$ cat src/rtl/array_ctrl_pkg.sv
// Shared types and helpers for the 8x8 bit-serial systolic array sequencer.
package array_ctrl_pkg;

   typedef enum logic [2:0] {
      IDLE   = 3'd0,
      CLR    = 3'd1,
      LOADW  = 3'd2,
      STREAM = 3'd3,
      DRAIN  = 3'd4,
      DONE   = 3'd5
   } state_t;

   function automatic int cyc_of(input int idepth);
      return 1 << idepth;
   endfunction

endpackage

$ cat src/rtl/array_8_ctrl_if.sv
// Job-side handshake plus array control pins of the sequencer.
// cyc_cnt exists only when ARRAY_CTRL_PERF_EN is defined.
interface array_8_ctrl_if #(
   parameter int HEIGHT = 8,
   parameter int WIDTH  = 8,
   parameter int VWIDTH = 16
);
   logic              start;
   logic              abort;
   logic [VWIDTH-1:0] num_vec;
   logic              busy;
   logic              done;
   logic              wght_rd;
   logic [HEIGHT-1:0] ifm_rd;
   logic              ofm_vld;
   logic [HEIGHT-1:0] en_i;
   logic [HEIGHT-1:0] clr_i;
   logic [HEIGHT-1:0] mac_done;
   logic [WIDTH-1:0]  en_w;
   logic [WIDTH-1:0]  clr_w;
   logic [WIDTH-1:0]  en_o;
   logic [WIDTH-1:0]  clr_o;
`ifdef ARRAY_CTRL_PERF_EN
   logic [31:0]       cyc_cnt;

   modport master (output start, abort, num_vec,
                   input  busy, done, wght_rd, ifm_rd, ofm_vld, en_i, clr_i, mac_done,
                          en_w, clr_w, en_o, clr_o, cyc_cnt);
   modport slave  (input  start, abort, num_vec,
                   output busy, done, wght_rd, ifm_rd, ofm_vld, en_i, clr_i, mac_done,
                          en_w, clr_w, en_o, clr_o, cyc_cnt);
`else
   modport master (output start, abort, num_vec,
                   input  busy, done, wght_rd, ifm_rd, ofm_vld, en_i, clr_i, mac_done,
                          en_w, clr_w, en_o, clr_o);
   modport slave  (input  start, abort, num_vec,
                   output busy, done, wght_rd, ifm_rd, ofm_vld, en_i, clr_i, mac_done,
                          en_w, clr_w, en_o, clr_o);
`endif
endinterface

$ cat src/rtl/array_ctrl_rowgen.sv
// Per-row skew decode: row h streams during steps h..h+N-1 of the STREAM phase.
module array_ctrl_rowgen import array_ctrl_pkg::*; #(
   parameter int HEIGHT = 8,
   parameter int IDEPTH = 3,
   parameter int VWIDTH = 16
) (
   input  logic [VWIDTH:0]   step,
   input  logic [VWIDTH-1:0] n,
   input  logic [IDEPTH-1:0] bit_cnt,
   output logic [HEIGHT-1:0] active,
   output logic [HEIGHT-1:0] ifm_rd,
   output logic [HEIGHT-1:0] mac_done
);
   localparam logic [IDEPTH-1:0] BIT_LAST = IDEPTH'(cyc_of(IDEPTH) - 1);

   for (genvar h = 0; h < HEIGHT; h++) begin : g_row
      localparam logic [VWIDTH:0] HV = (VWIDTH+1)'(h);
      // One extra bit on step keeps h+N from wrapping.
      assign active[h]   = (step >= HV) && (step < HV + {1'b0, n});
      assign ifm_rd[h]   = active[h] && (bit_cnt == '0);
      assign mac_done[h] = active[h] && (bit_cnt == BIT_LAST);
   end
endmodule

$ cat src/rtl/array_8_ctrl.sv
// Job sequencer for the 8x8 array: CLR -> LOADW -> STREAM -> DRAIN -> DONE.
// Optional busy-cycle counter cyc_cnt enabled by ARRAY_CTRL_PERF_EN.
module array_8_ctrl import array_ctrl_pkg::*; #(
   parameter int HEIGHT = 8,
   parameter int WIDTH  = 8,
   parameter int IDEPTH = 3,
   parameter int VWIDTH = 16
) (
   input logic           clk,
   input logic           rst_n,
   array_8_ctrl_if.slave bus
);
   localparam logic [2:0] S_IDLE   = IDLE;
   localparam logic [2:0] S_CLR    = CLR;
   localparam logic [2:0] S_LOADW  = LOADW;
   localparam logic [2:0] S_STREAM = STREAM;
   localparam logic [2:0] S_DRAIN  = DRAIN;
   localparam logic [2:0] S_DONE   = DONE;

   localparam int              CYC      = cyc_of(IDEPTH);
   localparam int              RW       = (HEIGHT > 1) ? $clog2(HEIGHT) : 1;
   localparam logic [RW-1:0]   ROW_LAST = RW'(HEIGHT - 1);
   localparam logic [IDEPTH-1:0] BIT_LAST = IDEPTH'(CYC - 1);
   localparam logic [VWIDTH:0] SKEW     = (VWIDTH+1)'(HEIGHT - 2);

   logic [2:0]        state_q, state_nx;
   logic [VWIDTH-1:0] n_q;
   logic [RW-1:0]     row_q, row_nx;
   logic [IDEPTH-1:0] bit_q, bit_nx;
   logic [VWIDTH:0]   step_q, step_nx;
   logic              accept, abort_hit, clr_all;
   logic [HEIGHT-1:0] active, ifm_rd_nx, mac_done_nx;

   always_comb begin
      state_nx  = state_q;
      row_nx    = row_q;
      bit_nx    = bit_q;
      step_nx   = step_q;
      accept    = 1'b0;
      abort_hit = bus.abort && (state_q != S_IDLE);
      if (abort_hit) begin
         state_nx = S_IDLE;
      end else begin
         case (state_q)
            S_IDLE: if (bus.start) begin
               accept   = 1'b1;
               state_nx = S_CLR;
            end
            S_CLR: begin
               row_nx   = '0;
               state_nx = (n_q == '0) ? S_DONE : S_LOADW;
            end
            S_LOADW: if (row_q == ROW_LAST) begin
               state_nx = S_STREAM;
               bit_nx   = '0;
               step_nx  = '0;
            end else begin
               row_nx = row_q + 1'b1;
            end
            S_STREAM: begin
               bit_nx = bit_q + 1'b1;
               if (bit_q == BIT_LAST) begin
                  if (step_q == {1'b0, n_q} + SKEW) begin
                     state_nx = S_DRAIN;
                     row_nx   = '0;
                  end else begin
                     step_nx = step_q + 1'b1;
                  end
               end
            end
            S_DRAIN: if (row_q == ROW_LAST) state_nx = S_DONE;
                     else                   row_nx   = row_q + 1'b1;
            S_DONE:  state_nx = S_IDLE;
            default: state_nx = S_IDLE;
         endcase
      end
   end

   array_ctrl_rowgen #(.HEIGHT(HEIGHT), .IDEPTH(IDEPTH), .VWIDTH(VWIDTH)) u_rowgen (
      .step     (step_nx),
      .n        (n_q),
      .bit_cnt  (bit_nx),
      .active   (active),
      .ifm_rd   (ifm_rd_nx),
      .mac_done (mac_done_nx)
   );

   always_ff @(posedge clk or negedge rst_n) begin
      if (!rst_n) begin
         state_q <= S_IDLE;
         n_q     <= '0;
         row_q   <= '0;
         bit_q   <= '0;
         step_q  <= '0;
      end else begin
         state_q <= state_nx;
         row_q   <= row_nx;
         bit_q   <= bit_nx;
         step_q  <= step_nx;
         if (accept) n_q <= bus.num_vec;
      end
   end

   // Outputs are registered from the next state, so they line up with state_q.
   assign clr_all = (state_nx == S_CLR) || abort_hit;

   always_ff @(posedge clk or negedge rst_n) begin
      if (!rst_n) begin
         bus.busy     <= 1'b0;
         bus.done     <= 1'b0;
         bus.wght_rd  <= 1'b0;
         bus.ifm_rd   <= '0;
         bus.ofm_vld  <= 1'b0;
         bus.en_i     <= '0;
         bus.clr_i    <= '0;
         bus.mac_done <= '0;
         bus.en_w     <= '0;
         bus.clr_w    <= '0;
         bus.en_o     <= '0;
         bus.clr_o    <= '0;
      end else begin
         bus.busy     <= (state_nx != S_IDLE);
         bus.done     <= (state_nx == S_DONE);
         bus.wght_rd  <= (state_nx == S_LOADW);
         bus.en_w     <= {WIDTH{state_nx == S_LOADW}};
         bus.en_i     <= (state_nx == S_STREAM) ? active      : '0;
         bus.ifm_rd   <= (state_nx == S_STREAM) ? ifm_rd_nx   : '0;
         bus.mac_done <= (state_nx == S_STREAM) ? mac_done_nx : '0;
         bus.ofm_vld  <= (state_nx == S_DRAIN);
         bus.en_o     <= {WIDTH{state_nx == S_DRAIN}};
         bus.clr_i    <= {HEIGHT{clr_all}};
         bus.clr_w    <= {WIDTH{clr_all}};
         bus.clr_o    <= {WIDTH{clr_all}};
      end
   end

`ifdef ARRAY_CTRL_PERF_EN
   always_ff @(posedge clk or negedge rst_n) begin
      if (!rst_n)                  bus.cyc_cnt <= '0;
      else if (accept)             bus.cyc_cnt <= '0;
      else if (state_q != S_IDLE)  bus.cyc_cnt <= bus.cyc_cnt + 32'd1;
   end
`endif
endmodule

$ cat src/flat_wrapper.sv
// flat-port wrapper written by rule: the top's interface ports become plain ports
module array_8_ctrl_flat import array_ctrl_pkg::*;
#(
   parameter int HEIGHT = 8,
   parameter int WIDTH  = 8,
   parameter int IDEPTH = 3,
   parameter int VWIDTH = 16
)
  (clk, rst_n, bus_start, bus_abort, bus_num_vec, bus_busy, bus_done, bus_wght_rd, bus_ifm_rd, bus_ofm_vld, bus_en_i, bus_clr_i, bus_mac_done, bus_en_w, bus_clr_w, bus_en_o, bus_clr_o);
  array_8_ctrl_if #(.HEIGHT(HEIGHT), .WIDTH(WIDTH), .VWIDTH(VWIDTH)) bus_i ();
  input logic clk;
  input logic rst_n;
  input wire logic [$bits(bus_i.start)-1:0] bus_start;
  input wire logic [$bits(bus_i.abort)-1:0] bus_abort;
  input wire logic [$bits(bus_i.num_vec)-1:0] bus_num_vec;
  output wire logic [$bits(bus_i.busy)-1:0] bus_busy;
  output wire logic [$bits(bus_i.done)-1:0] bus_done;
  output wire logic [$bits(bus_i.wght_rd)-1:0] bus_wght_rd;
  output wire logic [$bits(bus_i.ifm_rd)-1:0] bus_ifm_rd;
  output wire logic [$bits(bus_i.ofm_vld)-1:0] bus_ofm_vld;
  output wire logic [$bits(bus_i.en_i)-1:0] bus_en_i;
  output wire logic [$bits(bus_i.clr_i)-1:0] bus_clr_i;
  output wire logic [$bits(bus_i.mac_done)-1:0] bus_mac_done;
  output wire logic [$bits(bus_i.en_w)-1:0] bus_en_w;
  output wire logic [$bits(bus_i.clr_w)-1:0] bus_clr_w;
  output wire logic [$bits(bus_i.en_o)-1:0] bus_en_o;
  output wire logic [$bits(bus_i.clr_o)-1:0] bus_clr_o;
  assign bus_i.start = bus_start;
  assign bus_i.abort = bus_abort;
  assign bus_i.num_vec = bus_num_vec;
  assign bus_busy = bus_i.busy;
  assign bus_done = bus_i.done;
  assign bus_wght_rd = bus_i.wght_rd;
  assign bus_ifm_rd = bus_i.ifm_rd;
  assign bus_ofm_vld = bus_i.ofm_vld;
  assign bus_en_i = bus_i.en_i;
  assign bus_clr_i = bus_i.clr_i;
  assign bus_mac_done = bus_i.mac_done;
  assign bus_en_w = bus_i.en_w;
  assign bus_clr_w = bus_i.clr_w;
  assign bus_en_o = bus_i.en_o;
  assign bus_clr_o = bus_i.clr_o;
  array_8_ctrl #(.HEIGHT(HEIGHT), .WIDTH(WIDTH), .IDEPTH(IDEPTH), .VWIDTH(VWIDTH)) u_core (.clk(clk), .rst_n(rst_n), .bus(bus_i));
endmodule
$ cat config.mk
export PLATFORM = sky130hd
export DESIGN_NAME = array_8_ctrl_flat
export DESIGN_NICKNAME = d
export VERILOG_FILES = /design/src/rtl/array_ctrl_pkg.sv /design/src/rtl/array_8_ctrl_if.sv /design/src/rtl/array_ctrl_rowgen.sv /design/src/rtl/array_8_ctrl.sv /design/src/flat_wrapper.sv
export SDC_FILE = /design/constraint.sdc
export NUM_CORES = 1
export LEC_CHECK = 0
export CAP_MARGIN = 25
export CORE_MARGIN = 1
export CORE_UTILIZATION = 40
export DETAILED_ROUTE_END_ITERATION = 10
export SLEW_MARGIN = 10
export SYNTH_ARGS = -nofsm -noshare
export SYNTH_HDL_FRONTEND = slang
export SYNTH_SLANG_ARGS = --single-unit
$ cat constraint.sdc
create_clock -name clk -period 12.6 [get_ports clk]
set_clock_uncertainty 0.1 [all_clocks]
set_input_delay 2.52 -clock clk [delete_from_list [all_inputs] [get_ports clk]]
set_output_delay 2.52 -clock clk [all_outputs]
set_load 0.05 [all_outputs]
Word-level counts from Yosys, hierarchy flattened --
Cells that the tools add are included.
Storage, ports and cells: bits in registers 73, input bits 20, output and inout bits 68, word-level logic and storage cells 118
Cells by class: add/subtract/negate cells 10, magnitude comparators 16, equal/unequal tests 16, multiplexer cells 26, bitwise gates (word level) 1, reductions and logical operators 34
Operators by type and width (count):
- $lt A17 B17 Y1 | 7
- $ge A17 B3 Y1 const B | 4
- $mux W17 | 4
- $add A3 B16 Y17 const A | 3
- $mux W3 | 12
- $add A2 B16 Y17 const A | 2
- $ge A17 B1 Y1 const B | 2
- $ge A17 B2 Y1 const B | 2
- $pmux W17 S2 | 1
- $logic_and A1 B1 Y1 | 25
- $mux W8 | 3
- $eq A3 B3 Y1 const B | 6
- $add A1 B16 Y17 const A | 1
- $add A16 B3 Y17 const B | 1
- $add A17 B1 Y17 const B | 1
- $eq A17 B17 Y1 | 1
- $lt A17 B16 Y1 | 1
- $logic_not A16 Y1 | 1
- $pmux W3 S5 | 1
- $eq A3 B2 Y1 const B | 4
- $pmux W3 S3 | 1
- $reduce_bool A3 Y1 | 3
- $add A3 B1 Y3 const B | 2
- $eq A3 B1 Y1 const B | 2
- 9 further kinds | 13

Logic depth before layout (Yosys ltp) --
Gate-level depths: netlist (run 1).
word-level depth 10, gate-level depth with buffers 24, depth with buffers taken out 22

Modules after synthesis --
From an unflattened synthesis (run 1), not the netlist that was laid out.
Unflattened totals: cells, all modules 1026, area, all modules 8549.4 um^2
Modules (own cells, without submodules):
- array_ctrl_rowgen | instances 1, cells an instance 603, area each 4480.5 um^2, sequential area each 0.0 um^2
- array_8_ctrl | instances 1, cells an instance 423, area each 4068.9 um^2, sequential area each 1776.7 um^2

Worst setup path after synthesis (run 1) --
No wires, ideal clock.
path kind input-to-reg, start point input bus_abort, end point register u_core.bus.ifm_rd[2], setup time 0.076 ns, data arrival time 5.871 ns, data required time 12.424 ns, path slack 6.553 ns, stages 17, buffers on the path 2, cell sequence clkbuf_1 nor2_1 clkbuf_1 nand2_1 o31ai_1 ha_1 a21o_1 a21o_1 a21o_1 a21o_1 a21oi_1 nor2b_1 o21ai_0 o311ai_0 a31oi_1 o31ai_2 nor2_1
On the way: word-level cells in the longest chain between the ends 6, elaborated cells between the ends (all ways) 11, classes of those cells 2 x order compare; 1 x eq/ne; 4 x mux; 4 x reduce/logical
RTL lines:
- start: declaration | RTL line flat_wrapper.sv:14 | input wire logic [$bits(bus_i.abort)-1:0] bus_abort;
- $logic_and A1 B1 Y1 (*) | RTL line array_8_ctrl.sv:40 | abort_hit = bus.abort && (state_q != S_IDLE);
- $mux W17 (*) | RTL line array_8_ctrl.sv:41 | if (abort_hit) begin
- named net u_core.step_nx[10] | RTL line array_8_ctrl.sv:30 | logic [VWIDTH:0] step_q, step_nx;
- $ge A17 B2 Y1 or $lt A17 B17 Y1 (tied branches) | RTL line array_ctrl_rowgen.sv:19 | assign active[h] = (step >= HV) && (step < HV + {1'b0, n});
- $logic_and A1 B1 Y1 (*) | RTL line array_ctrl_rowgen.sv:19
- $logic_and A1 B1 Y1 (*) | RTL line array_ctrl_rowgen.sv:20 | assign ifm_rd[h] = active[h] && (bit_cnt == '0);
- $mux W8 (*) | RTL line array_8_ctrl.sv:127 | bus.ifm_rd <= (state_nx == S_STREAM) ? ifm_rd_nx : '0;
- end signal: assignment | RTL line array_8_ctrl.sv:127
- end: declaration | RTL line array_8_ctrl_if.sv:37 | output busy, done, wght_rd, ifm_rd, ofm_vld, en_i, clr_i, mac_done,
Mark *: on every way through the listed nets, which the timed path passes. The rest lies on a longest branch. A chain may end at the register's enable or synchronous reset.

Worst setup path after layout (run 1) --
start point input bus_abort, end point register u_core.bus.ifm_rd[0]
On the way: word-level cells in the longest chain between the ends 6, elaborated cells between the ends (all ways) 11, classes of those cells 2 x order compare; 1 x eq/ne; 4 x mux; 4 x reduce/logical
RTL lines (RTL line):
- $logic_and A1 B1 Y1 (*) | array_8_ctrl.sv:40
- $mux W17 (*) | array_8_ctrl.sv:41
- named net u_core.step_nx[3] | array_8_ctrl.sv:30
- $ge A17 B1 Y1 or $lt A17 B16 Y1 (tied branches) | array_ctrl_rowgen.sv:19
- $logic_and A1 B1 Y1 (*) | array_ctrl_rowgen.sv:19
- $logic_and A1 B1 Y1 (*) | array_ctrl_rowgen.sv:20
- $mux W8 (*) | array_8_ctrl.sv:127
Marks and branches as above.

==> out/metrics.sh, run 1 <==
STATUS='completed'
PLACEMENT.IO_BUFFERS=87
WORST_HOLD_PATH.NUM_CELLS=1
HOLD_VIO_CNT_FINAL=0
CRIT_PATH_MAX_FANOUT=13
DETAILEDPLACEMENTHPWL_UM=20400
SYNTHESIS.AREA_PER_INSTANCE_UM2=8.36
CLKLATENCYLATEPIN_NS=0.35
FIRST_PASS_GRT_WIRE_LENGTH_UM=42200
AREA.SEQUENTIAL_UM2=1780
WHS_NS=0.445
SHARE_OF_FINAL_LAYOUT_STANDARD_CELLS_STRONGER_THAN_DRIVE_STRENGTH_1=0.0670
POST-PLACE-CELLS=1295
CTS_MAX_PATH_BUFFERS=2
DRTPASS1ITERATIONS=5
WORST_SETUP_PATH_START_KIND='input port'
FP.DIEW_UM=147
ROUTED_WL_UM=27100
SYNTH.AREA.TOP_CELLS='sky130_fd_sc_hd__dfrtp_1 21%, sky130_fd_sc_hd__ha_1 20%, sky130_fd_sc_hd__xnor2_1 10%'
FLOORPLAN.IO_PINS=88
PRE_CTS_WS_NS=5.37
VIAS_PER_CELL=5.85
HOLD_PATH.CLASS='flip-flop to flip-flop'
PLACEMENTROWS=52
POST_CTS_HOLD_BUFFER_COUNT=0
POSTCTSSETUPREPAIRBUFS=0
TOTAL_NUMBER_OF_CLOCK_TREE_SINKS=71
CTS_BUFFERS=9
DETAIL_ROUTE.ITER0.VIOLATIONS=553
DEEPEST_LEVEL_OF_THE_CTS_H_TREE=3
SYNTH.FF_LATCH_COUNT=71
FINAL.MIN_CLOCK_PERIOD_NS=6.75
MULTIINPUTGATEAREA_UM2=6050
CLOCK.FMAX_MHz=148
FINAL_CELL_COUNT_NO_FILL=1314
FINALSETUPVIOLATIONS=0
GRT_MAX_DEGREE=72
SYNTH_TOP_FLOP_CELL='sky130_fd_sc_hd__dfrtp_1'
GRT_PASS1_VIAS=7371
UTILIZATION=0.468
TOTAL_STANDARD_CELL_AREA_AFTER_SYNTHESIS_UM2=8460
POWER_DENSITY_nW_PER_UM2=236
DESIGN.CORE.AREA_UM2=20500
NETLIST-CELL-TYPE-COUNT=79
YOSYS_WARNINGS=0
MAX_SLEW_VIO_COUNT=0
WIRE_PER_INST_UM=20.6
MAX_SLEW.WORST_PIN.SLEW_NS=0.888
NUM-NETS-FINAL=1192
DIE_Y_UM=147
CTS_TREE='yes'
ROUTE.DETAILED.DRC=0
CTSROOTBUFFERMASTER='sky130_fd_sc_hd__clkbuf_16'
WORSTSETUPPATHTYPE='input port to flip-flop'
MIN-DELAY-START='u_core.row_q[0]'
GRT_REMAINING_OVERFLOW=0
WORST_SLACK_NS=5.85
ROUTE.ANTENNA.REMAINING_NETS=0
WORSTREGTOREGCELLS=22
GRT_USE_TOTAL=0.255
WORSTSETUPSTARTPOINT='bus_abort'
REQUIRED_TIME_AT_THE_WORST_SLACK_ENDPOINT_NS=12.78
INITIAL_CORE_UTIL=0.413
ASYNC_FLOP_SHARE=1.00
POSTCTSRESIZEDCELLS=0
CTS_CLK_PIN_SLEW_WORST_PATHS_NS=0.06
CELLLEAKAGEPOWER_nW=4.14
YOSYS.AREA.TOP_TYPE_SHARE=0.210
GRT_ANTENNA_BEFORE_REPAIR=0
YOSYS.AREA.TOP_TYPE='sky130_fd_sc_hd__dfrtp_1'
MAX_CAP_VIOL_COUNT=0
LAYOUT-AREA-OVERHEAD-VS-SYNTH_PCT=13.4
FINAL_MIN_PERIOD_OVER_CLOCK_PERIOD=0.536
MAXSLEWHEADROOM=0.401
VDD.IR_DROP.WORST_mV=0.0713
UNREPAIRED_SETUP_ENDPOINTS_AFTER_GLOBAL_ROUTING='false'
DR_TOTAL_VIAS=7682
DATA_ARRIVAL_TIME_OF_THE_CRITICAL_PATH_NS=6.93
NUMBER_OF_FILLER_INSTANCES_IN_THE_FINAL_LAYOUT=2019
PLACE.GP.CONGESTION=0.915
AREA_OF_THE_DIE_UM2=21700
FINAL_SUM_OF_NEGATIVE_SETUP_SLACK_NS=0
RRSETUPSLACK_NS=5.90
REGTOREGSTARTPOINT='u_core.n_q[2]'
SEQ_AREA_FRAC_SYNTH=0.210
CRIT_PATH_END_KIND='flip-flop'
MAPPEDNETLISTNETS=1165
POSTSYNTHCELLCOUNT=1012
SYNTH_EDF_COUNT=0
NUMBER_OF_DIODES=0
## cells by family (layout without fill, tap and decap cells)
logic type	Yosys count	count (layout)	share of synthesized area
AO/OA/AOI/OAI	200	200	0.154
XOR/XNOR	112	112	0.119
flip-flops	71	71	0.210
adder cells (fa/ha/maj)	135	135	0.199
buffers and inverters	119	151	0.0757
multiplexers	3	3	0.00370
AND/OR/NAND/NOR	372	372	0.237
## critical path: stages
cell and delay, ns:
sky130_fd_sc_hd__clkdlybuf4s50_1 0.56, sky130_fd_sc_hd__or2_2 0.49, sky130_fd_sc_hd__or4_1 0.53, sky130_fd_sc_hd__nand3_1 0.53, sky130_fd_sc_hd__ha_1 0.39, sky130_fd_sc_hd__a21oi_1 0.16
sky130_fd_sc_hd__nand2_1 0.07, sky130_fd_sc_hd__a21o_1 0.17, sky130_fd_sc_hd__a21oi_1 0.13, sky130_fd_sc_hd__nor2b_1 0.05, sky130_fd_sc_hd__o21ai_0 0.16, sky130_fd_sc_hd__nand2b_1 0.07
sky130_fd_sc_hd__a21oi_1 0.28, sky130_fd_sc_hd__a211oi_1 0.12, sky130_fd_sc_hd__nor4_1 0.50, sky130_fd_sc_hd__and2_1 0.21
## per-layer routing
layer / global-route usage / up-vias / share of wire
met4: 0.106 / 0 / 0.035
met5: 0 / - / 0
li1: - / 3638 / -
met1: 0.338 / 3640 / 0.44
met3: 0.0414 / 65 / 0.070
met2: 0.410 / 339 / 0.45
## path summary, 6_finish.rpt
kind	endpoint
worst max-delay path	u_core.bus.ifm_rd[0]
worst min-delay path	u_core.row_q[0]
worst max register to register	u_core.bus.ifm_rd[0]
worst min register to register	u_core.row_q[0]
max in group asynchronous	u_core.n_q[0]
min in group asynchronous	u_core.bus.ifm_rd[0]
## cell usage after synthesis (all sizes together) (10+ instances only)
master	count
ha	133
xnor2	100
nand2	93
nor2	88
dfrtp	71
buf	59
o21ai	53
a21oi	48
nand4	39
a21o	35
nand3	32
inv	29
clkbuf	27
nor3	27
nor4	19
nor2b	16
nand2b	13
o211ai	11
o21a	10
xor2	10
## stage by stage
stage	instance area, µm²	total power, mW
global route	9590	2.44
CTS	9560	2.24
global placement	9240	1.95
detailed placement	9250	1.97
floorplan	8460	1.58
finish	9590	2.26
## placed cells by master (no fill, tap or decap), types with 4 or more instances in the layout
cell type / n
sky130_fd_sc_hd__ha_1: 133
sky130_fd_sc_hd__xnor2_1: 100
sky130_fd_sc_hd__nand2_1: 93
sky130_fd_sc_hd__nor2_1: 87
sky130_fd_sc_hd__clkdlybuf4s50_1: 86
sky130_fd_sc_hd__dfrtp_1: 71
sky130_fd_sc_hd__a21oi_1: 47
sky130_fd_sc_hd__o21ai_0: 46
sky130_fd_sc_hd__nand4_1: 35
sky130_fd_sc_hd__a21o_1: 35
sky130_fd_sc_hd__nand3_1: 31
sky130_fd_sc_hd__inv_1: 26
sky130_fd_sc_hd__nor3_1: 24
sky130_fd_sc_hd__nor2b_1: 16
sky130_fd_sc_hd__buf_4: 14
sky130_fd_sc_hd__nand2b_1: 13
sky130_fd_sc_hd__nor4_1: 13
sky130_fd_sc_hd__xor2_1: 10
sky130_fd_sc_hd__o21a_1: 10
sky130_fd_sc_hd__o211ai_1: 10
sky130_fd_sc_hd__clkbuf_16: 9
sky130_fd_sc_hd__or2_2: 8
sky130_fd_sc_hd__a211oi_1: 7
sky130_fd_sc_hd__and3_1: 6
sky130_fd_sc_hd__o21ai_1: 6
sky130_fd_sc_hd__o31ai_1: 5
sky130_fd_sc_hd__or3_1: 5
sky130_fd_sc_hd__and2_1: 5
sky130_fd_sc_hd__clkinv_1: 4
sky130_fd_sc_hd__and4_1: 4
sky130_fd_sc_hd__o311ai_0: 4
## final cells by class
type | instances | share of cell area
Tap cell | 270 | 0.0352
Clock inverter | 6 | 0.00704
Inverter | 33 | 0.0129
Clock buffer | 10 | 0.0249
Timing Repair Buffer | 102 | 0.104
Multi-Input combinational cell | 822 | 0.630
Sequential cell | 71 | 0.185
## state kept, by name, indices dropped and copies added, names as in the netlist
name,count
u_core.state_q,3
u_core.row_q,3
u_core.bus.done,1
u_core.bus.wght_rd,1
u_core.step_q,17
u_core.n_q,16
u_core.bus.en_i,8
u_core.bus.busy,1
u_core.bus.ifm_rd,8
u_core.bus.mac_done,8
u_core.bus.clr_i,1
u_core.bit_q,3
u_core.bus.en_o,1
## report_power, final
| group | switching, mW | internal [mW] |
|---|---|---|
| combinational | 0.946 | 0.602 |
| clock | 0.107 | 0.159 |
| sequential | 0.169 | 0.277 |
Note: power is estimated with default switching activity, not from simulation.
==> run 2: changes to the inputs <==
Clock period 12.6 ns to 6.5 ns, I/O delays scaled along.
==> out/metrics.sh, run 2 (synthesis gave the netlist of run 1 again) <==
LAYOUT.CELLS.MOST_COMMON_LIST='133 x sky130_fd_sc_hd__ha_1, 100 x sky130_fd_sc_hd__xnor2_1, 93 x sky130_fd_sc_hd__nand2_1'
NUMBER_OF_DIODES=0  # unchanged
AREA.SEQUENTIAL_UM2=1780  # unchanged
MAX_SLEW_VIO_COUNT=0  # unchanged
FINAL_SUM_OF_NEGATIVE_SETUP_SLACK_NS=0  # unchanged
PLACE.GP.CONGESTION=0.938  # +2.5%
AREA_OF_THE_DIE_UM2=21700  # unchanged
POSTCTSSETUPREPAIRBUFS=0  # unchanged
FINAL.MIN_CLOCK_PERIOD_NS=5.88
ROUTE.DETAILED.DRC=0  # unchanged
DRTPASS1ITERATIONS=5  # unchanged
VDD.IR_DROP.WORST_mV=0.159  # +120%
CRIT_PATH_END_KIND='flip-flop'
FINALSETUPVIOLATIONS=0  # unchanged
REGISTERS_WITH_THE_HIGHEST_FLIP_FLOP_COUNTS='u_core.step_q: 17 flops, u_core.n_q: 16 flops'
ROUTE.ANTENNA.REMAINING_NETS=0  # unchanged
GRT_PASS1_VIAS=7340  # -0.42%
CTS_TREE='yes'
INTERNAL_POWER_mW=2.02  # +95%
CTS_CLK_PIN_SLEW_WORST_PATHS_NS=0.06  # about the same
GRT_MAX_DEGREE=72  # unchanged
WORST_SETUP_PATH_START_KIND='flip-flop'
POWER.SHARE.COMBINATIONAL=0.713  # +0.028
STATUS='completed'
FIRST_PASS_GRT_WIRE_LENGTH_UM=42400  # +0.59%
HOLD_VIO_CNT_FINAL=0  # unchanged
CP_NUM_BUF_INV=3  # +2
DESIGN.CORE.AREA_UM2=20500  # unchanged
MAXSLEWHEADROOM=0.404  # +0.00365
VIAS_PER_CELL=5.74  # -1.7%
CTSROOTBUFFERMASTER='sky130_fd_sc_hd__clkbuf_16'
SWITCHING_SHARE=0.542  # +0.00164
INITIAL_CORE_UTIL=0.413  # unchanged
DETAILEDPLACEMENTHPWL_UM=21600  # +6.0%
NUMBER_OF_FILLER_INSTANCES_IN_THE_FINAL_LAYOUT=2030  # +0.54%
CLOCK.FMAX_MHz=170
WIRE_PER_INST_UM=20.8  # +0.98%
MAX_SLEW.WORST_PIN.SLEW_NS=0.887  # -0.000156 ns
FINAL_MIN_PERIOD_OVER_CLOCK_PERIOD=0.904
GRT_ANTENNA_BEFORE_REPAIR=0  # unchanged
PLACEMENT.IO_BUFFERS=87  # unchanged
FLOORPLAN.IO_PINS=88  # unchanged
CTS_BUFFERS=9  # unchanged
MULTIINPUTGATEAREA_UM2=6050  # unchanged
CLKLATENCYLATEPIN_NS=0.35  # about the same
POWER_DENSITY_nW_PER_UM2=455  # +93%
POST_CTS_HOLD_BUFFER_COUNT=0  # unchanged
DEEPEST_LEVEL_OF_THE_CTS_H_TREE=3  # unchanged
NUMBER_OF_FLIP_FLOPS_IN_THE_LARGEST_REGISTER=17  # unchanged
CELLLEAKAGEPOWER_nW=4.23  # +2.1%
REQUIRED_TIME_AT_THE_WORST_SLACK_ENDPOINT_NS=6.68  # -6.10 ns
POSTCTSRESIZEDCELLS=0  # unchanged
UNREPAIRED_SETUP_ENDPOINTS_AFTER_GLOBAL_ROUTING='false'
WORSTSETUPPATHTYPE='flip-flop to flip-flop'
GRT_USE_TOTAL=0.258  # +0.00319
DESIGN_AREA_UM2=9700  # +1.1%
LAYOUT_COMMONEST_CELL='sky130_fd_sc_hd__ha_1'
POWER.SHARE.CLOCK=0.107  # -0.011
CRITICAL_PATH.SLOWEST_CELL='sky130_fd_sc_hd__dfrtp_1'
CRITICAL_PATH.MOST_COMMON_CELL='sky130_fd_sc_hd__a21oi_1'
HOLD_PATH.CLASS='flip-flop to flip-flop'
GRT_REMAINING_OVERFLOW=0  # unchanged
DETAILED_PLACE.AREA_UM2=9390  # +1.5%
FP.DIEW_UM=147  # unchanged
NUM-NETS-FINAL=1210  # +1.5%
DIE_Y_UM=147  # unchanged
REGISTER_CONTAINING_THE_MOST_FLIP_FLOPS_IN_THE_FINAL_LAYOUT='u_core.step_q'
CTS_MAX_PATH_BUFFERS=2  # unchanged
PLACEMENTROWS=52  # unchanged
CRIT_PATH_MAX_FANOUT=33  # +20
DATA_ARRIVAL_TIME_OF_THE_CRITICAL_PATH_NS=6.06  # -0.87 ns
DETAIL_ROUTE.ITER0.VIOLATIONS=588  # +6.3%
TOTAL_NUMBER_OF_CLOCK_TREE_SINKS=71  # unchanged
LAYOUT-AREA-OVERHEAD-VS-SYNTH_PCT=14.7
TOTAL_SWITCHING_POWER_mW=2.39  # +96%
ROUTED_WL_UM=27700  # +2.4%
MAX_CAP_VIOL_COUNT=0  # unchanged
CRITPATHMAXSTAGEDELAY_NS=0.55  # about the same
SHARE_OF_FINAL_LAYOUT_STANDARD_CELLS_STRONGER_THAN_DRIVE_STRENGTH_1=0.0829  # +0.0158
DR_TOTAL_VIAS=7652  # -0.39%
WORST_PATH_DOMINANT_CELL_FAMILY='simple AND/OR/NAND/NOR gates'
CRITICAL_PATH.CELL_CHAIN='inv_1 > ha_1 > nand3b_4 > nor3_4 > xnor3_1 > or4_4 > nor4_4 > buf_4 > or4_1 > nand3_1 > buf_4 > ha_1 > a21oi_1 > nand2_1 > a21o_1 > a21oi_1 > nor2b_1 > o21ai_0 > nand2b_1 > a21oi_1 > a211oi_1 > nor4_1 > and2_1'
SEQ_POWER_SHARE=0.181  # -0.016
run 2: changes by cell type in the layout (fill, tap and decap cells not counted), sizes merged:
cell / change
clkinvlp: -1
clkinv: +2
buf: +18
bufinv: -1
run 2: worst reg2reg max path: stages, from the launching register on:
cell and delay, ns:
sky130_fd_sc_hd__dfrtp_1 0.55, sky130_fd_sc_hd__inv_1 0.26, sky130_fd_sc_hd__ha_1 0.33, sky130_fd_sc_hd__nand3b_4 0.22, sky130_fd_sc_hd__nor3_4 0.25, sky130_fd_sc_hd__xnor3_1 0.25
sky130_fd_sc_hd__or4_4 0.55, sky130_fd_sc_hd__nor4_4 0.27, sky130_fd_sc_hd__buf_4 0.36, sky130_fd_sc_hd__or4_1 0.18, sky130_fd_sc_hd__nand3_1 0.08, sky130_fd_sc_hd__buf_4 0.18
sky130_fd_sc_hd__ha_1 0.32, sky130_fd_sc_hd__a21oi_1 0.16, sky130_fd_sc_hd__nand2_1 0.07, sky130_fd_sc_hd__a21o_1 0.18, sky130_fd_sc_hd__a21oi_1 0.14, sky130_fd_sc_hd__nor2b_1 0.06
sky130_fd_sc_hd__o21ai_0 0.15, sky130_fd_sc_hd__nand2b_1 0.08, sky130_fd_sc_hd__a21oi_1 0.27, sky130_fd_sc_hd__a211oi_1 0.12, sky130_fd_sc_hd__nor4_1 0.48, sky130_fd_sc_hd__and2_1 0.20
run 2: power by group through the flow:
stage	registers, mW	clock network [mW]	logic (mW)
2_1_floorplan	0.664	0	2.40
3_3_place_gp	0.794	0	3.07
3_5_place_dp	0.797	0	3.09
4_1_cts	0.789	0.485	3.11
5_1_grt	0.812	0.497	3.42
6_report	0.798	0.471	3.15
run 2: path summary, 6_finish.rpt:
path / start / end / slack, ns / cells past startpoint
setup / recovery: u_core.n_q[2] / u_core.bus.mac_done[0] / 0.62 / 23
hold / removal: u_core.row_q[1] / u_core.row_q[1] / 0.44 / 2
setup reg to reg: u_core.n_q[2] / u_core.bus.mac_done[0] / 0.62 / 23
hold reg to reg: u_core.row_q[1] / u_core.row_q[1] / 0.44 / 2
max in group asynchronous: rst_n / u_core.n_q[4] / 4.96 / 2
min in group asynchronous: rst_n / u_core.bus.mac_done[6] / 0.77 / 1
run 2: routing by layer:
metal  routed length (µm)  vias to the layer above  track usage
met5                    0                        -            0
met4                 1090                        0        0.118
met3                 1730                       54       0.0306
met2                12500                      309        0.412
met1                12400                     3614        0.348
li1                     -                     3675            -
run 2: per-stage QoR:
stage          power (mW)  instances  setup WS (ns)  hold slack [ns]   util
2_1_floorplan        3.06       1012           1.24            0.411      -
3_3_place_gp         3.87       1314          0.784            0.429  0.458
3_5_place_dp         3.89       1315          0.661            0.439  0.458
4_1_cts              4.39       1331          0.634            0.450  0.472
5_1_grt              4.73       1332          0.269            0.470  0.473
6_report             4.41       1332          0.625            0.443  0.473
run 2: layout make-up:
type,instances,share of cell area
clock buffers,10,0.0246
clock inverters,6,0.00451
flip-flops and latches,71,0.183
multi-input cells,822,0.623
well taps,270,0.0348
inverters,33,0.0128
repair buffers,120,0.117
==> run 3: changes to the inputs <==
Settings changed: CTS_BUF_LIST set to sky130_fd_sc_hd__clkbuf_16.
==> out/metrics.sh, run 3 (synthesis gave the netlist of run 1 again) <==
HOLD_VIO_CNT_FINAL=0  # unchanged
DIE_Y_UM=147  # unchanged
CP_NUM_BUF_INV=3  # unchanged
INITIAL_CORE_UTIL=0.413  # unchanged
MAX_SLEW_VIO_COUNT=0  # unchanged
LAYOUT_COMMONEST_CELL='sky130_fd_sc_hd__ha_1'
REQUIRED_TIME_AT_THE_WORST_SLACK_ENDPOINT_NS=6.68  # about the same
DESIGN_AREA_UM2=9690  # -0.10%
PRE_CTS_WS_NS=0.661  # unchanged
CLOCK.FMAX_MHz=170  # about the same
CRIT_PATH_END_KIND='flip-flop'
FINAL_SUM_OF_NEGATIVE_SETUP_SLACK_NS=0  # unchanged
GRT_USE_TOTAL=0.258  # unchanged
MAX_SLEW.WORST_PIN.SLEW_NS=0.887  # -0.00000405 ns
CRITICAL_PATH.CELL_CHAIN='inv_1 > ha_1 > nand3b_4 > nor3_4 > xnor3_1 > or4_4 > nor4_4 > buf_4 > or4_1 > nand3_1 > buf_4 > ha_1 > a21oi_1 > nand2_1 > a21o_1 > a21oi_1 > nor2b_1 > o21ai_0 > nand2b_1 > a21oi_1 > a211oi_1 > nor4_1 > and2_1'
TOTAL_NUMBER_OF_CLOCK_TREE_SINKS=71  # unchanged
VIAS_PER_CELL=5.75  # about the same
DRTPASS1ITERATIONS=5  # unchanged
ROUTE.DETAILED.DRC=0  # unchanged
CELLLEAKAGEPOWER_nW=4.22  # -0.13%
PLACEMENTROWS=52  # unchanged
CTS_MAX_PATH_BUFFERS=2  # unchanged
CRITICAL_PATH.SLOWEST_CELL='sky130_fd_sc_hd__dfrtp_1'
FLOORPLAN.IO_PINS=88  # unchanged
GRT_REMAINING_OVERFLOW=0  # unchanged
WORSTREGTOREGCELLS=23  # unchanged
CRITPATHMAXSTAGEDELAY_NS=0.55  # about the same
WIRE_PER_INST_UM=20.8  # about the same
PLACEMENT.IO_BUFFERS=87  # unchanged
MAX_CAP_VIOL_COUNT=0  # unchanged
CRITICAL_PATH.MOST_COMMON_CELL='sky130_fd_sc_hd__a21oi_1'
WORST_PATH_DOMINANT_CELL_FAMILY='simple AND/OR/NAND/NOR gates'
CTSROOTBUFFERMASTER='sky130_fd_sc_hd__clkbuf_16'
REGISTER_CONTAINING_THE_MOST_FLIP_FLOPS_IN_THE_FINAL_LAYOUT='u_core.step_q'
POWER_DENSITY_nW_PER_UM2=454  # -0.18%
UNREPAIRED_SETUP_ENDPOINTS_AFTER_GLOBAL_ROUTING='false'
NUMBER_OF_DIODES=0  # unchanged
LAYOUT.CELLS.MOST_COMMON_LIST='133 x sky130_fd_sc_hd__ha_1, 100 x sky130_fd_sc_hd__xnor2_1, 93 x sky130_fd_sc_hd__nand2_1'
WORST_SETUP_PATH_START_KIND='flip-flop'
DR_TOTAL_VIAS=7659  # +0.091%
WORST_HOLD_PATH.NUM_CELLS=2  # unchanged
NUM-NETS-FINAL=1210  # unchanged
POSTCTSRESIZEDCELLS=0  # unchanged
FINAL.MIN_CLOCK_PERIOD_NS=5.87  # -0.00128 ns
LAYOUT-AREA-OVERHEAD-VS-SYNTH_PCT=14.6
FINAL_MIN_PERIOD_OVER_CLOCK_PERIOD=0.904  # about the same
VDD.IR_DROP.WORST_mV=0.160  # about the same
MAXSLEWHEADROOM=0.404  # about the same
CRITICAL_PATH_DEPTH=23  # unchanged
GRT_ANTENNA_BEFORE_REPAIR=0  # unchanged
CRIT_PATH_MAX_FANOUT=33  # unchanged
ROUTE.ANTENNA.REMAINING_NETS=0  # unchanged
CTS_CLK_PIN_SLEW_WORST_PATHS_NS=0.06  # about the same
GRT_PASS1_VIAS=7340  # unchanged
SHARE_OF_FINAL_LAYOUT_STANDARD_CELLS_STRONGER_THAN_DRIVE_STRENGTH_1=0.0819  # -0.000942
CTS_TREE='yes'
FIRST_PASS_GRT_WIRE_LENGTH_UM=42400  # unchanged
FINALSETUPVIOLATIONS=0  # unchanged
WORSTSETUPPATHTYPE='flip-flop to flip-flop'
REGISTERS_WITH_THE_HIGHEST_FLIP_FLOP_COUNTS='u_core.step_q: 17 flops, u_core.n_q: 16 flops'
GRT_MAX_DEGREE=72  # unchanged
NUMBER_OF_FLIP_FLOPS_IN_THE_LARGEST_REGISTER=17  # unchanged
WORST_SLACK_NS=0.626  # +0.00128 ns
HOLD_PATH.CLASS='flip-flop to flip-flop'
STATUS='completed'
CLKLATENCYLATEPIN_NS=0.35  # about the same
DETAILEDPLACEMENTHPWL_UM=21600  # unchanged
DETAILED_PLACE.AREA_UM2=9390  # unchanged
DATA_ARRIVAL_TIME_OF_THE_CRITICAL_PATH_NS=6.05  # about the same
POSTCTSSETUPREPAIRBUFS=0  # unchanged
CTS_BUFFERS=9  # unchanged
DESIGN.CORE.AREA_UM2=20500  # unchanged
FP.DIEW_UM=147  # unchanged
DEEPEST_LEVEL_OF_THE_CTS_H_TREE=3  # unchanged
POST_CTS_HOLD_BUFFER_COUNT=0  # unchanged
AREA_OF_THE_DIE_UM2=21700  # unchanged
ROUTED_WL_UM=27700  # about the same
PLACE.GP.CONGESTION=0.938  # unchanged
DETAIL_ROUTE.ITER0.VIOLATIONS=588  # unchanged
## run 3: changes by cell type in the layout (fill, tap and decap cells not counted)
cell                       delta
sky130_fd_sc_hd__clkinv_1     +1
sky130_fd_sc_hd__clkbuf_8     -1
## run 3: area by class of cell
class	instances	area [µm²]
Fill cell	2031	10800
Multi-Input combinational cell	822	6050
Inverter	33	124
Timing Repair Buffer	120	1130
Clock buffer	9	225
Tap cell	270	338
Sequential cell	71	1780
Clock inverter	7	47.5
## run 3: power breakdown
part | internal (mW) | switching [mW] | total (mW)
registers | 0.539 | 0.259 | 0.798
clock network | 0.258 | 0.201 | 0.459
logic | 1.21 | 1.93 | 3.14
## run 3: layer usage
layer  up-vias  global-route usage  wire length [µm]
met5         -                   0                 0
met4         0               0.118              1090
met3        54              0.0306              1740
met2       314               0.412             12500
met1      3615               0.348             12400
li1       3676                   -                 -
## run 3: worst reg2reg max path, stage by stage (launching register included)
cell	delay [ns]
sky130_fd_sc_hd__dfrtp_1	0.55
sky130_fd_sc_hd__inv_1	0.26
sky130_fd_sc_hd__ha_1	0.33
sky130_fd_sc_hd__nand3b_4	0.22
sky130_fd_sc_hd__nor3_4	0.25
sky130_fd_sc_hd__xnor3_1	0.25
sky130_fd_sc_hd__or4_4	0.55
sky130_fd_sc_hd__nor4_4	0.27
sky130_fd_sc_hd__buf_4	0.36
sky130_fd_sc_hd__or4_1	0.18
sky130_fd_sc_hd__nand3_1	0.08
sky130_fd_sc_hd__buf_4	0.18
sky130_fd_sc_hd__ha_1	0.32
sky130_fd_sc_hd__a21oi_1	0.16
sky130_fd_sc_hd__nand2_1	0.07
sky130_fd_sc_hd__a21o_1	0.18
sky130_fd_sc_hd__a21oi_1	0.14
sky130_fd_sc_hd__nor2b_1	0.06
sky130_fd_sc_hd__o21ai_0	0.15
sky130_fd_sc_hd__nand2b_1	0.08
sky130_fd_sc_hd__a21oi_1	0.27
sky130_fd_sc_hd__a211oi_1	0.12
sky130_fd_sc_hd__nor4_1	0.48
sky130_fd_sc_hd__and2_1	0.20
## run 3: worst paths after layout
check / from / endpoint / slack (ns)
worst max-delay path: u_core.n_q[2] / u_core.bus.mac_done[0] / 0.63
worst min-delay path: u_core.row_q[1] / u_core.row_q[1] / 0.44
worst max register to register: u_core.n_q[2] / u_core.bus.mac_done[0] / 0.63
worst min register to register: u_core.row_q[1] / u_core.row_q[1] / 0.44
max in group asynchronous: rst_n / u_core.n_q[4] / 4.96
min in group asynchronous: rst_n / u_core.bus.mac_done[6] / 0.77
## run 3: metrics by stage
stage / hold slack [ns] / utilization / std cells / total power [mW]
after floorplan: 0.411 / - / 1012 / 3.06
after global placement: 0.429 / 0.458 / 1314 / 3.87
after detailed placement: 0.439 / 0.458 / 1315 / 3.89
after CTS: 0.450 / 0.472 / 1331 / 4.38
after global routing: 0.470 / 0.473 / 1332 / 4.72
final: 0.443 / 0.473 / 1332 / 4.40
